==> src/rtl/resize_wr_sched_if.sv <==
// Burst command channel between the write scheduler and the write master.
// The scheduler drives the command; the master accepts it and reports completion.
interface resize_wr_sched_if #(
    parameter int ADDR_W = 32
);
    logic              cmd_valid;
    logic              cmd_ready;
    logic [ADDR_W-1:0] cmd_addr;
    logic [7:0]        cmd_len;
    logic              cmd_done;

    modport master (
        output cmd_valid,
        output cmd_addr,
        output cmd_len,
        input  cmd_ready,
        input  cmd_done
    );

    modport slave (
        input  cmd_valid,
        input  cmd_addr,
        input  cmd_len,
        output cmd_ready,
        output cmd_done
    );
endinterface

==> src/rtl/resize_wr_sched.sv <==
// Frame write-burst scheduler: splits each line into bursts of at most BURST_MAX beats.
// Optional overflow flag enabled by defining WR_SCHED_OVF_EN.
module resize_wr_sched #(
    parameter int ADDR_W    = 32,
    parameter int BURST_MAX = 16,
    parameter int CNT_W     = 10
) (
    input  logic              clk,
    input  logic              rst_n,
    input  logic              start,
    input  logic [ADDR_W-1:0] base_addr,
    input  logic [11:0]       line_beats,
    input  logic [ADDR_W-1:0] line_stride,
    input  logic [11:0]       num_lines,
    input  logic [CNT_W-1:0]  fifo_rd_count,
    input  logic              fifo_full,
    resize_wr_sched_if.master cmd,
    output logic              busy,
    output logic              frame_done,
    output logic              ovf
);

    typedef enum logic [2:0] {
        IDLE,
        WAIT_DATA,
        ISSUE,
        WAIT_DONE,
        UPDATE
    } state_t;

    localparam logic [11:0] LMAX  = 12'(BURST_MAX);
    localparam int          CMP_W = (CNT_W > 12) ? CNT_W : 12;

    state_t            r_state;
    state_t            w_state_nxt;

    logic [11:0]       r_beats;
    logic [11:0]       w_beats_nxt;
    logic [ADDR_W-1:0] r_stride;
    logic [ADDR_W-1:0] w_stride_nxt;
    logic [11:0]       r_lines;
    logic [11:0]       w_lines_nxt;

    logic [ADDR_W-1:0] r_line_start;
    logic [ADDR_W-1:0] w_line_start_nxt;
    logic [ADDR_W-1:0] r_addr;
    logic [ADDR_W-1:0] w_addr_nxt;
    logic [11:0]       r_rem;
    logic [11:0]       w_rem_nxt;
    logic [11:0]       r_line;
    logic [11:0]       w_line_nxt;

    logic              r_cmd_valid;
    logic              w_cmd_valid_nxt;
    logic [ADDR_W-1:0] r_cmd_addr;
    logic [ADDR_W-1:0] w_cmd_addr_nxt;
    logic [7:0]        r_cmd_len;
    logic [7:0]        w_cmd_len_nxt;
    logic              r_busy;
    logic              w_busy_nxt;
    logic              r_frame_done;
    logic              w_frame_done_nxt;

    logic [11:0]       w_len;
    logic [CMP_W-1:0]  w_cnt_x;
    logic [CMP_W-1:0]  w_len_x;
    logic              w_avail;
    logic              w_empty;
    logic [ADDR_W-1:0] w_step;
    logic [ADDR_W-1:0] w_addr_inc;
    logic [11:0]       w_rem_dec;
    logic [ADDR_W-1:0] w_next_line;
    logic              w_last_line;

    // Burst never spans past the end of the current line
    assign w_len       = (r_rem > LMAX) ? LMAX : r_rem;
    assign w_cnt_x     = CMP_W'(fifo_rd_count);
    assign w_len_x     = CMP_W'(w_len);
    assign w_avail     = (w_cnt_x >= w_len_x);
    assign w_empty     = (r_beats == 12'd0) || (r_lines == 12'd0);
    assign w_step      = ADDR_W'({w_len, 3'b000});
    assign w_addr_inc  = r_addr + w_step;
    assign w_rem_dec   = r_rem - w_len;
    assign w_next_line = r_line_start + r_stride;
    assign w_last_line = (r_line == (r_lines - 12'd1));

    always_ff @(posedge clk or negedge rst_n) begin
        if (!rst_n) begin
            r_state      <= IDLE;
            r_beats      <= '0;
            r_stride     <= '0;
            r_lines      <= '0;
            r_line_start <= '0;
            r_addr       <= '0;
            r_rem        <= '0;
            r_line       <= '0;
            r_cmd_valid  <= 1'b0;
            r_cmd_addr   <= '0;
            r_cmd_len    <= '0;
            r_busy       <= 1'b0;
            r_frame_done <= 1'b0;
        end else begin
            r_state      <= w_state_nxt;
            r_beats      <= w_beats_nxt;
            r_stride     <= w_stride_nxt;
            r_lines      <= w_lines_nxt;
            r_line_start <= w_line_start_nxt;
            r_addr       <= w_addr_nxt;
            r_rem        <= w_rem_nxt;
            r_line       <= w_line_nxt;
            r_cmd_valid  <= w_cmd_valid_nxt;
            r_cmd_addr   <= w_cmd_addr_nxt;
            r_cmd_len    <= w_cmd_len_nxt;
            r_busy       <= w_busy_nxt;
            r_frame_done <= w_frame_done_nxt;
        end
    end

    always_comb begin
        w_state_nxt      = r_state;
        w_beats_nxt      = r_beats;
        w_stride_nxt     = r_stride;
        w_lines_nxt      = r_lines;
        w_line_start_nxt = r_line_start;
        w_addr_nxt       = r_addr;
        w_rem_nxt        = r_rem;
        w_line_nxt       = r_line;
        w_cmd_valid_nxt  = 1'b0;
        w_cmd_addr_nxt   = r_cmd_addr;
        w_cmd_len_nxt    = r_cmd_len;
        w_busy_nxt       = r_busy;
        w_frame_done_nxt = 1'b0;

        unique case (r_state)
            IDLE: begin
                w_busy_nxt = 1'b0;
                if (start) begin
                    w_beats_nxt      = line_beats;
                    w_stride_nxt     = line_stride;
                    w_lines_nxt      = num_lines;
                    w_line_start_nxt = base_addr;
                    w_addr_nxt       = base_addr;
                    w_rem_nxt        = line_beats;
                    w_line_nxt       = 12'd0;
                    w_busy_nxt       = 1'b1;
                    w_state_nxt      = WAIT_DATA;
                end
            end
            WAIT_DATA: begin
                // An empty frame finishes without issuing anything
                if (w_empty) begin
                    w_busy_nxt       = 1'b0;
                    w_frame_done_nxt = 1'b1;
                    w_state_nxt      = IDLE;
                end else if (w_avail) begin
                    w_cmd_valid_nxt = 1'b1;
                    w_cmd_addr_nxt  = r_addr;
                    w_cmd_len_nxt   = 8'(w_len - 12'd1);
                    w_state_nxt     = ISSUE;
                end
            end
            ISSUE: begin
                w_cmd_valid_nxt = 1'b1;
                if (r_cmd_valid && cmd.cmd_ready) begin
                    w_cmd_valid_nxt = 1'b0;
                    w_state_nxt     = WAIT_DONE;
                end
            end
            WAIT_DONE: begin
                if (cmd.cmd_done) begin
                    w_state_nxt = UPDATE;
                end
            end
            UPDATE: begin
                w_addr_nxt  = w_addr_inc;
                w_rem_nxt   = w_rem_dec;
                w_state_nxt = WAIT_DATA;
                if (w_rem_dec == 12'd0) begin
                    if (w_last_line) begin
                        w_busy_nxt       = 1'b0;
                        w_frame_done_nxt = 1'b1;
                        w_state_nxt      = IDLE;
                    end else begin
                        w_line_nxt       = r_line + 12'd1;
                        w_line_start_nxt = w_next_line;
                        w_addr_nxt       = w_next_line;
                        w_rem_nxt        = r_beats;
                    end
                end
            end
            default: begin
                w_busy_nxt  = 1'b0;
                w_state_nxt = IDLE;
            end
        endcase
    end

    assign cmd.cmd_valid = r_cmd_valid;
    assign cmd.cmd_addr  = r_cmd_addr;
    assign cmd.cmd_len   = r_cmd_len;
    assign busy          = r_busy;
    assign frame_done    = r_frame_done;

`ifdef WR_SCHED_OVF_EN
    logic r_ovf;

    // Sticky until the next accepted frame start
    always_ff @(posedge clk or negedge rst_n) begin
        if (!rst_n) begin
            r_ovf <= 1'b0;
        end else if (r_state == IDLE && start) begin
            r_ovf <= 1'b0;
        end else if (fifo_full && r_busy) begin
            r_ovf <= 1'b1;
        end
    end

    assign ovf = r_ovf;
`else
    logic w_unused_full;

    assign w_unused_full = fifo_full;
    assign ovf           = 1'b0;
`endif

endmodule

==> src/flat_wrapper.sv <==
// flat-port wrapper written by rule: the top's interface ports become plain ports
module resize_wr_sched_flat 
#(
    parameter int ADDR_W    = 32,
    parameter int BURST_MAX = 16,
    parameter int CNT_W     = 10
)
  (clk, rst_n, start, base_addr, line_beats, line_stride, num_lines, fifo_rd_count, fifo_full, busy, frame_done, ovf, cmd_cmd_valid, cmd_cmd_addr, cmd_cmd_len, cmd_cmd_ready, cmd_cmd_done);
  resize_wr_sched_if #(.ADDR_W(ADDR_W)) cmd_i ();
  input  logic clk;
  input  logic rst_n;
  input  logic start;
  input  logic [ADDR_W-1:0] base_addr;
  input  logic [11:0] line_beats;
  input  logic [ADDR_W-1:0] line_stride;
  input  logic [11:0] num_lines;
  input  logic [CNT_W-1:0] fifo_rd_count;
  input  logic fifo_full;
  output logic busy;
  output logic frame_done;
  output logic ovf;
  output wire logic [$bits(cmd_i.cmd_valid)-1:0] cmd_cmd_valid;
  output wire logic [$bits(cmd_i.cmd_addr)-1:0] cmd_cmd_addr;
  output wire logic [$bits(cmd_i.cmd_len)-1:0] cmd_cmd_len;
  input wire logic [$bits(cmd_i.cmd_ready)-1:0] cmd_cmd_ready;
  input wire logic [$bits(cmd_i.cmd_done)-1:0] cmd_cmd_done;
  assign cmd_cmd_valid = cmd_i.cmd_valid;
  assign cmd_cmd_addr = cmd_i.cmd_addr;
  assign cmd_cmd_len = cmd_i.cmd_len;
  assign cmd_i.cmd_ready = cmd_cmd_ready;
  assign cmd_i.cmd_done = cmd_cmd_done;
  resize_wr_sched #(.ADDR_W(ADDR_W), .BURST_MAX(BURST_MAX), .CNT_W(CNT_W)) u_core (.clk(clk), .rst_n(rst_n), .start(start), .base_addr(base_addr), .line_beats(line_beats), .line_stride(line_stride), .num_lines(num_lines), .fifo_rd_count(fifo_rd_count), .fifo_full(fifo_full), .cmd(cmd_i), .busy(busy), .frame_done(frame_done), .ovf(ovf));
endmodule
==> config.mk <==
export PLATFORM = sky130hd
export DESIGN_NAME = resize_wr_sched_flat
export DESIGN_NICKNAME = d
export VERILOG_FILES = /design/src/rtl/resize_wr_sched_if.sv /design/src/rtl/resize_wr_sched.sv /design/src/flat_wrapper.sv
export SDC_FILE = /design/constraint.sdc
export NUM_CORES = 1
export LEC_CHECK = 0
export ABC_AREA = 1
export CAP_MARGIN = 20
export CELL_PAD_IN_SITES_DETAIL_PLACEMENT = 0
export CELL_PAD_IN_SITES_GLOBAL_PLACEMENT = 1
export CORE_AREA = 2 2 179 181
export CTS_CLUSTER_SIZE = 24
export DETAILED_ROUTE_END_ITERATION = 6
export DIE_AREA = 0 0 181 183
export PLACE_DENSITY = 0.83
export SLEW_MARGIN = 20
export SYNTH_ARGS = -nofsm -noshare
export SYNTH_HDL_FRONTEND = slang
export SYNTH_SLANG_ARGS = --single-unit
==> constraint.sdc <==
create_clock -name clk -period 4.3 [get_ports clk]
set_input_delay 1.075 -clock clk [delete_from_list [all_inputs] [get_ports clk]]
set_output_delay 1.075 -clock clk [all_outputs]
set_load 0.03 [all_outputs]
==> key figures, run 1 <==
Run status
  – Status: complete, no violations

Drt
  – Routed vias: 12140
  – WL/cell: 15.59 microns
  – Total routed wirelength: between 30 and 40 mm
  – Post-route ant nets: 0
  – Detailed Routing Iterations Pass 1: 5
  – Residual DRC: 0
  – Initial drt markers: 868
  – Via density: about 5

STA
  – Worst-margin pin slew: slightly below 900 ps
  – Final hold vios: 0
  – Setup-failing EPs final: 0
  – Max Freq: between 200 and 300 MHz
  – Slew Limit Headroom: 0.4084
  – Period minus WS final: 3524 ps
  – Fin. max-slew vios: 0
  – Final period util: 0.8196
  – RSZ-0062 raised after global routing: no
  – Setup TNS: 0 ps
  – Clk_skew: ~17 ps

Global routing
  – Initial antenna violation count: 0
  – Met3 usage: 0.02879
  – GR Util All Layers: 0.2334
  – GR Util met2: 0.3905
  – Largest net degree at the start of global routing: between 90 and 100
  – Remaining Overflow, GRT: 0
  – Layer with the highest usage: met2
  – M1 GR Usage: 0.3184
  – Global-route wire length before repair: between 60 and 70 mm
  – Vias in the first global route: 11890

Clocking
  – H-tree level count: 4
  – Clock transition at path regs: about 80 ps
  – Root buf cell: clkbuf_16
  – CTS Buf Count: 17
  – Hold-fix buffers, CTS: 0
  – Postcts setup bufs: 0
  – Worst-skew pair later-pin latency: 450 ps
  – CTS tree: done
  – Max clock buf depth: 2
  – Cts repair resizes: 0
  – Clk sinks: 190

Worst setup path
  – Slowest stage delay, CP: approximately 440 ps
  – Max stage delay cell, worst path: dfrtp_1
  – Req. time, crit path: around 4700 ps
  – Crit path DAT: 3870 ps
  – Crit-path cells: nor2_2 > nand2_1 > nor2_2 > nand2_2 > nor2_1 > ha_1 > a21oi_1 > nand2_1 > a21oi_1 > o21ai_0 > nand2_1 > nand2_1 > nand2_1 > nand2_1 > nand2_1 > xor2_1 > nor2_1 > nor2_1 > nor2_1
  – Critical path startpoint category: flip-flop
  – CP Class: flip-flop to flip-flop
  – Most frequent CP cell: nand2_1
  – Buffers and inverters on the worst path: 0
  – Max FO, Critical Path: 8
  – CP top delay family: simple AND/OR/NAND/NOR gates
  – Crit end category: flip-flop

Power and ir drop
  – Sw Ratio: 0.4988
  – Power Density: roughly 730 nW/um^2
  – Cell-internal power: 5617 uW
  – Power share of the clock group: 0.147
  – Combinational Power Share: 0.566
  – Lkg Pwr: between 0.007 and 0.008 uW
  – Psw: about 5600 uW
  – Tot Pwr: 11210 uW
  – Reg power frac: 0.287
  – Worst VDD drop: 0.3416 mV

Cells and area
  – Commonest non-fill, non-tap cell in the layout: nand2_1
  – Final Net Count: ~2200
  – Post-route insts no fill: roughly 2400
  – P&R area growth vs syn: 19.26%
  – Commonest non-fill, non-tap cells in the layout: nand2_1 (609), nor2_1 (198), inv_1 (196), dfrtp_1 (190), o21ai_0 (158)
  – Design area: approximately 15000 sq um
  – Share of layout cells above drive strength 1: 0.04760
  – Inserted Diodes: 0

Yosys
  – Mapped Area: between 10000 and 15000 sq um
  – Yosys top cell area share: 0.3693
  – Seq/Total Area, Yosys: 0.3693
  – Syn_area_per_cell: roughly 7 sq um
  – Yosys reg bits: 190
  – Post-synth EDFFs: 0
  – YS warnings: 0
  – Gate Count Post-Synth: 1875
  – Cell variety after synth: 43
  – Post-synth ARST share: 1.000
  – Area leader, netlist: dfrtp_1
  – Top post-synthesis cells by area: dfrtp_1 (37%), nand2_1 (18%), o21ai_0 (6.1%)
  – Ys flop type: dfrtp_1

Floorplan
  – Die H: approximately 180 microns
  – Die Span X: ~180 microns
  – Total I/O pin count: between 100 and 150
  – Die area: ~33000 sq um
  – Initial core utilization: 0.4123
  – Core Region: about 31000 sq um
  – Site row count: between 60 and 70

Place
  – GP Congestion: 0.9158
  – Placed cell area: 14760 sq um
  – Port Buffer Count: about 150
  – DP Wirelength: about 28 mm
  – Placed cells: about 2400

Flow run
  – Max cap viols: 0

Worst hold path
  – Hold WC Path Type: flip-flop to flip-flop
[metal layers]
| metal | wire (microns) | vias to the layer above |
|---|---|---|
| met3 | 1645 | 44 |
| li1 | - | 6233 |
| met5 | 0 | - |
| met1 | 17920 | 5551 |
| met2 | 17250 | 308 |
| met4 | 880 | 0 |
[cell families (layout without fill, tap and decap cells)]
family / after synthesis / in the layout / synth area share
and+or+nand+nor: 1020 / 1020 / 0.3311
AOI/OAI and AO/OA: 268 / 268 / 0.1112
buffers and inverters: 266 / 396 / 0.08173
DFF: 190 / 190 / 0.3693
xor gates and xnor gates: 70 / 70 / 0.04762
adders and majority gates: 59 / 59 / 0.05850
other: 2 / 14 / 0.0005833
[sequential cells by signal, indices dropped and copies added, names as in the netlist, 3 cells and up]
signal               cells
u_core.cmd.cmd_addr     32
u_core.cmd.cmd_len       8
u_core.r_addr           32
u_core.r_beats          12
u_core.r_line           12
u_core.r_line_start     32
u_core.r_lines          12
u_core.r_rem            12
u_core.r_state           3
u_core.r_stride         32
[stage by stage]
step	utilization	hold slack (ps)	setup WS, ps
after global routing	0.4917	506.2	383.4
after CTS	0.4917	483.8	783.4
after floorplan	-	448.3	1361
after global placement	0.4725	457.8	801.6
final	0.4917	482.4	775.9
after detailed placement	0.4725	466.0	802.4
[worst register-to-register path, cell delays in order, from the launching register on]
cell and delay [ps]:
dfrtp_1 440, nor2_2 180, nand2_1 100, nor2_2 160, nand2_2 130, nor2_1 340, ha_1 360, a21oi_1 150
nand2_1 100, a21oi_1 230, o21ai_0 250, nand2_1 120, nand2_1 120, nand2_1 100, nand2_1 150, nand2_1 120
xor2_1 160, nor2_1 70, nor2_1 120, nor2_1 40
[path summary, 6_finish.rpt]
path                                                    startpoint                                 end  slack, ps  cells past startpoint
worst max-delay path                   u_core.r_rem[8]$_DFFE_PN0P_       u_core.r_addr[20]$_DFFE_PN0P_        780                     19
worst min-delay path            u_core.r_line_start[6]$_DFFE_PN0P_  u_core.r_line_start[6]$_DFFE_PN0P_        480                      2
worst max register to register         u_core.r_rem[8]$_DFFE_PN0P_       u_core.r_addr[20]$_DFFE_PN0P_        780                     19
worst min register to register  u_core.r_line_start[6]$_DFFE_PN0P_  u_core.r_line_start[6]$_DFFE_PN0P_        480                      2
max in group asynchronous                                    rst_n       u_core.r_addr[11]$_DFFE_PN0P_       2730                      2
min in group asynchronous                                    rst_n       u_core.r_beats[0]$_DFFE_PN0P_        670                      1
[area by class of cell]
cell class | count | area [sq um]
Clock buffer | 19 | 452.9
Inverter | 200 | 750.7
Timing Repair Buffer | 164 | 1623
Tap cell | 402 | 503.0
Clock inverter | 13 | 145.1
Sequential cell | 190 | 4755
Fill cell | 3178 | 15880
Multi-Input combinational cell | 1431 | 7126
[synthesized netlist by cell type (4+ instances only)]
cell / count
a21o_1: 5
or2_2: 9
a21oi_1: 64
buf_2: 7
xnor2_1: 18
clkbuf_1: 49
nor2_1: 199
ha_1: 57
nand2_1: 611
nand3_1: 107
nand3b_1: 4
nand4_1: 45
buf_6: 4
a21boi_0: 4
o21ai_2: 10
o21ai_0: 158
nor2_4: 4
nor3_1: 15
inv_1: 197
buf_4: 4
dfrtp_1: 190
xor2_1: 52
nor4_1: 11
o21ai_1: 15
[power by group through the flow]
stage	Sequential, uW	Combinational [uW]	Clock, uW
floorplan	3420	4230	0
detailed placement	3250	6300	0
global route	3330	7230	1740
CTS	3220	6330	1670
global placement	3240	6200	0
finish	3220	6340	1640
Power figures use the tool's default switching activity.
==> inputs of run 2 (changes only) <==
Settings changed: CORE_AREA 2 2 179 181 to 2 2 190 192, DIE_AREA 0 0 181 183 to 0 0 192 194, PLACE_DENSITY 0.83 to 0.78.
Clock period 4.3 ns to 2.8 ns, I/O delays scaled along.
==> run 2 against run 1 <==
Net effect:
- hold slack worse by 310 ps
- via count is 7.4% higher
- register-to-register slack worse by 730 ps
- critical path depth did not move
- cell area is 13% higher
- routed wire length rose by 17%
- die area up 12%
- global-route usage shrank 1.0 points
- first-iteration DRC count fell by 6.9%
- sequential share of layout area shrank 3.6 points
- non-clock buffer count increased by 118
==> key figures, run 2 (synthesis results as in run 1) <==
Clocking
  – H-tree level count: 4
  – Clk sinks: 190
  – Worst-skew pair later-pin latency: 460 ps
  – Hold-fix buffers, CTS: 0
  – Max clock buf depth: 2
  – CTS Buf Count: 17
  – CTS tree: done
  – Root buf cell: clkbuf_16
  – Clock transition at path regs: ~80 ps

Drt
  – Residual DRC: 0
  – WL/cell: approximately 17 microns
  – Initial drt markers: 808
  – Detailed Routing Iterations Pass 1: 7
  – Total routed wirelength: 44.15 mm
  – Routed vias: roughly 13000
  – Post-route ant nets: 0
  – Via density: about 5

Cells and area
  – Final Net Count: between 2000 and 2500
  – Post-route insts no fill: between 2000 and 3000
  – Commonest non-fill, non-tap cells in the layout: nand2_1 (568), inv_1 (191), dfrtp_1 (190), nor2_1 (178), o21ai_0 (146)
  – Design area: ~17000 sq um
  – Inserted Diodes: 0
  – Commonest non-fill, non-tap cell in the layout: nand2_1
  – Share of layout cells above drive strength 1: 0.1509
  – P&R area growth vs syn: 35.01%

Place
  – DP Wirelength: 31.09 mm
  – Port Buffer Count: about 150
  – Setup slack after placement: -229.2 ps
  – GP Congestion: 0.9476
  – Placed cells: 2509
  – Placed cell area: 15400 sq um

Power and ir drop
  – Worst VDD drop: between 0.6 and 0.7 mV
  – Reg power frac: 0.253
  – Lkg Pwr: 0.008715 uW
  – Power Density: 1132 nW/um^2
  – Cell-internal power: a little over 10000 uW
  – Combinational Power Share: 0.615
  – Psw: between 9000 and 10000 uW
  – Power share of the clock group: 0.132
  – Sw Ratio: 0.4855

STA
  – Final worst slack: 42.01 ps
  – Setup-failing EPs final: 0
  – Final hold vios: 0
  – Period minus WS final: ~2800 ps
  – Slew Limit Headroom: 0.3822
  – Hold WS: about 170 ps
  – Clk_skew: around 11 ps
  – Fin. max-slew vios: 0
  – Worst-margin pin slew: between 900 and 1000 ps
  – Final period util: 0.9850
  – Max Freq: 362.6 MHz
  – Setup TNS: 0 ps
  – RSZ-0062 raised after global routing: yes

Floorplan
  – Initial core utilization: 0.3655
  – Total I/O pin count: 148
  – Die Span X: 192 microns
  – Core Region: approximately 35000 sq um
  – Die H: 194 microns
  – Die area: 37250 sq um
  – Site row count: approximately 70

Global routing
  – Global-route wire length before repair: between 60 and 70 mm
  – Initial antenna violation count: 0
  – Vias in the first global route: about 13000
  – Largest net degree at the start of global routing: a little under 100
  – GR Util All Layers: 0.2233
  – Remaining Overflow, GRT: 0

Worst setup path
  – Critical path startpoint category: flip-flop
  – R2r setup slk: approximately 42 ps
  – Req. time, crit path: about 3200 ps
  – CP Class: flip-flop to flip-flop
  – Crit end category: flip-flop
  – Crit path DAT: about 3100 ps
  – Worst setup path start: u_core.r_rem[8]$_DFFE_PN0P_
  – Max FO, Critical Path: 7
  – Worst r2r src: u_core.r_rem[8]$_DFFE_PN0P_

Worst hold path
  – Hold WC Path Type: primary input to asynchronous set/reset pin

Flow run
  – Max cap viols: 0

Run status
  – Status: complete, no violations
[run 2: cell count changes in the layout (fill, tap and decap cells not counted), moves of 9 or more]
cell and change:
nand3_1 -9, buf_4 +72, buf_12 +10, nand2_1 -41
o21ai_0 -12, clkbuf_16 +11, nor2_1 -20, nor2_2 +12
buf_6 +21, nand2_2 +36
[run 2: stage by stage]
step / total power (uW) / utilization
6_report: 19680 / 0.4935
5_1_grt: 21280 / 0.4935
4_1_cts: 18410 / 0.4634
3_5_place_dp: 15400 / 0.4373
3_3_place_gp: 15280 / 0.4373
2_1_floorplan: 11740 / -
[run 2: path summary, 6_finish.rpt]
| kind | end | cells after the start |
|---|---|---|
| max reg2reg | u_core.cmd.cmd_addr[2]$_DFFE_PN0P_ | 19 |
| min in group clk | u_core.cmd.cmd_addr[9]$_DFFE_PN0P_ | 2 |
| min reg2reg | u_core.cmd.cmd_addr[9]$_DFFE_PN0P_ | 2 |
| max | u_core.cmd.cmd_addr[2]$_DFFE_PN0P_ | 19 |
| max in group asynchronous | u_core.r_stride[7]$_DFFE_PN0P_ | 2 |
| min | u_core.r_beats[1]$_DFFE_PN0P_ | 1 |
[run 2: layer usage]
| layer | up-vias | global-route usage | routed length, microns |
|---|---|---|---|
| met4 | 0 | 0.06955 | 1100 |
| met3 | 51 | 0.02787 | 2112 |
| li1 | 6500 | - | - |
| met1 | 6156 | 0.3060 | 20180 |
| met5 | - | 0 | 0 |
| met2 | 331 | 0.3664 | 20760 |
[run 2: worst max-delay path, cell delays in order (launching register included)]
cell     delay, ps
dfrtp_1        420
nor2_4         150
nand2_2         90
nor2_4         150
nand2_4         90
nor2_2         130
buf_6          130
buf_6          100
inv_4           40
ha_4           230
a21oi_1        140
nand2_1         60
nand3_1         60
nand4_1        110
buf_6          150
buf_6          140
nand2_4        160
buf_6          170
nand2_1         50
o21ai_0         70
[run 2: final cells by class]
cell class | instances | area [sq um]
Fill cell | 3594 | 17840
Multi-Input combinational cell | 1436 | 7740
Sequential cell | 190 | 4755
Timing Repair Buffer | 282 | 2948
Inverter | 200 | 758.2
Tap cell | 461 | 576.8
Clock buffer | 18 | 429.2
Clock inverter | 14 | 176.4
[run 2: timing repair]
action                                  in CTS  in global routing
pin swaps                                   17                 58
cloned                                       2                 19
endpoints found under the setup margin     117                134
buffers inserted                            18                 23
gates resized for setup                     36                141
[run 2: power groups by stage]
stage	Sequential, uW	Combinational (uW)	Clock, uW
3_5_place_dp	4960	10400	0
5_1_grt	5120	13400	2760
6_report	4980	12100	2600
2_1_floorplan	5250	6490	0
4_1_cts	4940	10800	2670
3_3_place_gp	4940	10300	0
==> inputs of run 3 (changes only) <==
Settings changed: TNS_END_PERCENT set to 50.
==> run 3 against run 2 <==
Net effect:
- the run now ends with negative setup slack left
- die area unchanged
- non-clock buffer count fell by 11
- worst setup slack got worse by 46 ps
- cell area decreased by 1.9%
- cell count decreased by 0.50%
- global-route usage about the same
- critical path depth unchanged
==> key figures, run 3 (synthesis results as in run 1) <==
Global routing
  – GR Util All Layers: 0.2235
  – GR Util met2: 0.3678
  – Initial antenna violation count: 0
  – Global-route wire length before repair: around 65 mm
  – Largest net degree at the start of global routing: 99
  – M1 GR Usage: 0.3068
  – Vias in the first global route: roughly 13000
  – Remaining Overflow, GRT: 0
  – Layer with the highest usage: met2
  – Met3 usage: 0.02697

Clocking
  – Worst-skew pair later-pin latency: 460 ps
  – CTS Buf Count: 17
  – Max clock buf depth: 2
  – Clk sinks: 190
  – CTS tree: done
  – Clock transition at path regs: around 80 ps
  – Root buf cell: clkbuf_16
  – Hold-fix buffers, CTS: 0
  – H-tree level count: 4

Worst setup path
  – Slowest stage delay, CP: approximately 420 ps
  – CP Class: flip-flop to flip-flop
  – Crit end category: flip-flop
  – Req. time, crit path: between 3000 and 4000 ps
  – R2R depth: 19
  – Buffers and inverters on the worst path: 6
  – Max stage delay cell, worst path: dfrtp_1
  – Crit-path cells: nor2_4 > nand2_2 > nor2_4 > nand2_4 > nor2_2 > buf_6 > buf_6 > inv_4 > ha_4 > a21oi_1 > nand2_1 > nand3_1 > nand4_1 > buf_6 > buf_6 > nand2_8 > inv_1 > nor2_1 > a31oi_1
  – Max FO, Critical Path: 6
  – R2r setup slk: -4 ps
  – Crit path DAT: approximately 3100 ps
  – Worst r2r src: u_core.r_rem[8]$_DFFE_PN0P_
  – CP top delay family: simple AND/OR/NAND/NOR gates
  – Critical path startpoint category: flip-flop
  – Most frequent CP cell: buf_6
  – Reg2reg end: u_core.cmd.cmd_len[4]$_DFFE_PN0P_

Power and ir drop
  – Worst VDD drop: approximately 0.63 mV
  – Lkg Pwr: around 0.0086 uW
  – Reg power frac: 0.256
  – Power share of the clock group: 0.134
  – Psw: around 9400 uW
  – Cell-internal power: 9970 uW
  – Power Density: around 1100 nW/um^2
  – Sw Ratio: 0.4849
  – Tot Pwr: 19350 uW
  – Combinational Power Share: 0.609

Cells and area
  – Share of layout cells above drive strength 1: 0.1363
  – Fillers: 3624
  – Commonest non-fill, non-tap cell in the layout: nand2_1
  – Area of the multi-input gates: 7612 sq um
  – P&R area growth vs syn: 32.41%
  – Commonest non-fill, non-tap cells in the layout: nand2_1 (584), dfrtp_1 (190), inv_1 (189), nor2_1 (181), clkdlybuf4s50_1 (144)
  – Inserted Diodes: 0
  – Design area: approximately 17000 sq um
  – Post-route insts no fill: between 2000 and 3000
  – Register area: 4755 sq um
  – Final Net Count: about 2300

Drt
  – Initial drt markers: 956
  – Routed vias: 12850
  – Detailed Routing Iterations Pass 1: 5
  – Via density: about 5.0
  – Residual DRC: 0
  – Total routed wirelength: ~43 mm
  – WL/cell: 16.55 microns
  – Post-route ant nets: 0

Place
  – DP Wirelength: roughly 31 mm
  – GP Congestion: between 0.9 and 1
  – Port Buffer Count: approximately 150
  – Setup slack after placement: -229.2 ps
  – Placed cell area: 15400 sq um
  – Placed cells: between 2000 and 3000

Floorplan
  – Core Region: ~35000 sq um
  – Die area: ~37000 sq um
  – Site row count: between 60 and 70
  – Die H: around 190 microns
  – Total I/O pin count: ~150
  – Die Span X: between 150 and 200 microns
  – Initial core utilization: 0.3655

STA
  – Final worst slack: -3.751 ps
  – Hold WS: 174.9 ps
  – Setup-failing EPs final: 1
  – Clk_skew: between 10 and 15 ps
  – Period minus WS final: around 2800 ps
  – RSZ-0062 raised after global routing: yes
  – Final period util: 1.001
  – Final hold vios: 0
  – Max Freq: between 300 and 400 MHz
  – Slew Limit Headroom: 0.3916
  – Worst-margin pin slew: slightly above 900 ps
  – Fin. max-slew vios: 0

Run status
  – Status: finished, violations left
  – Failing checks: negative setup slack

Worst hold path
  – Hold WC Path Type: primary input to asynchronous set/reset pin

Flow run
  – Max cap viols: 0
-- run 3: changes by cell type in the layout (fill, tap and decap cells not counted), moves of 2 or more --
cell	delta
nor2_1	+3
o21ai_0	-3
o21ai_2	-4
nand2_8	-3
nand2_1	+16
buf_6	-4
nor2_2	-2
clkbuf_16	-6
nand3_4	-2
nand2_2	-14
o21ai_1	+6
inv_1	-2
-- run 3: area by class of cell --
class                   count  area share
clock inverters            14     0.01035
well taps                 461     0.03383
multi-input cells        1434      0.4465
inverters                 200     0.04462
repair buffers            271      0.1606
clock buffers              18     0.02517
flip-flops and latches    190      0.2789
-- run 3: worst max-delay path by stage --
stage	startpoint	end	slack, ps	depth (start not counted)
final	u_core.r_rem[8]$_DFFE_PN0P_	u_core.cmd.cmd_len[4]$_DFFE_PN0P_	-4	19
after global placement	u_core.r_rem[8]$_DFFE_PN0P_	u_core.r_addr[27]$_DFFE_PN0P_	-210	20
after floorplan	u_core.r_rem[8]$_DFFE_PN0P_	u_core.r_addr[27]$_DFFE_PN0P_	-50	20
after global routing	u_core.r_rem[8]$_DFFE_PN0P_	u_core.cmd.cmd_len[4]$_DFFE_PN0P_	-240	19
after detailed placement	u_core.r_rem[8]$_DFFE_PN0P_	u_core.r_addr[27]$_DFFE_PN0P_	-230	20
after CTS	u_core.r_rem[6]$_DFFE_PN0P_	u_core.r_state[0]$_DFFE_PN0P_	-6	18
-- run 3: stage by stage --
stage	util	TNS (ps)
4_1_cts	0.4636	-8.412
6_report	0.4840	-3.751
5_1_grt	0.4840	-10470
3_5_place_dp	0.4373	-7818
3_3_place_gp	0.4373	-4258
2_1_floorplan	-	-173.5
-- run 3: metal layers --
metal | up-vias | routed length, microns | share of wire
met5 | - | 0 | 0
li1 | 6464 | - | -
met4 | 0 | 1059 | 0.025
met2 | 307 | 19940 | 0.47
met3 | 52 | 1928 | 0.045
met1 | 6031 | 19910 | 0.46
-- run 3: worst register-to-register path: cells and delay by family (launching register included) --
kind,cells,cell delay (ps)
buffers and inverters,6,690
flip-flops,1,420
AO/OA/AOI/OAI,2,250
AND/OR/NAND/NOR,10,1100
adder cells (fa/ha/maj),1,240
-- run 3: power groups by stage --
| stage | Combinational [uW] | Sequential, uW | Clock, uW |
|---|---|---|---|
| after CTS | 10800 | 4940 | 2670 |
| final | 11800 | 4960 | 2600 |
| after detailed placement | 10400 | 4960 | 0 |
| after global placement | 10300 | 4940 | 0 |
| after global routing | 13100 | 5100 | 2760 |
| after floorplan | 6490 | 5250 | 0 |
-- run 3: repair_timing --
action,CTS,global route
pin swaps,17,44
gates cloned,2,8
setup buffers,18,19
resized for setup,36,113
endpoints found under the setup margin,117,134
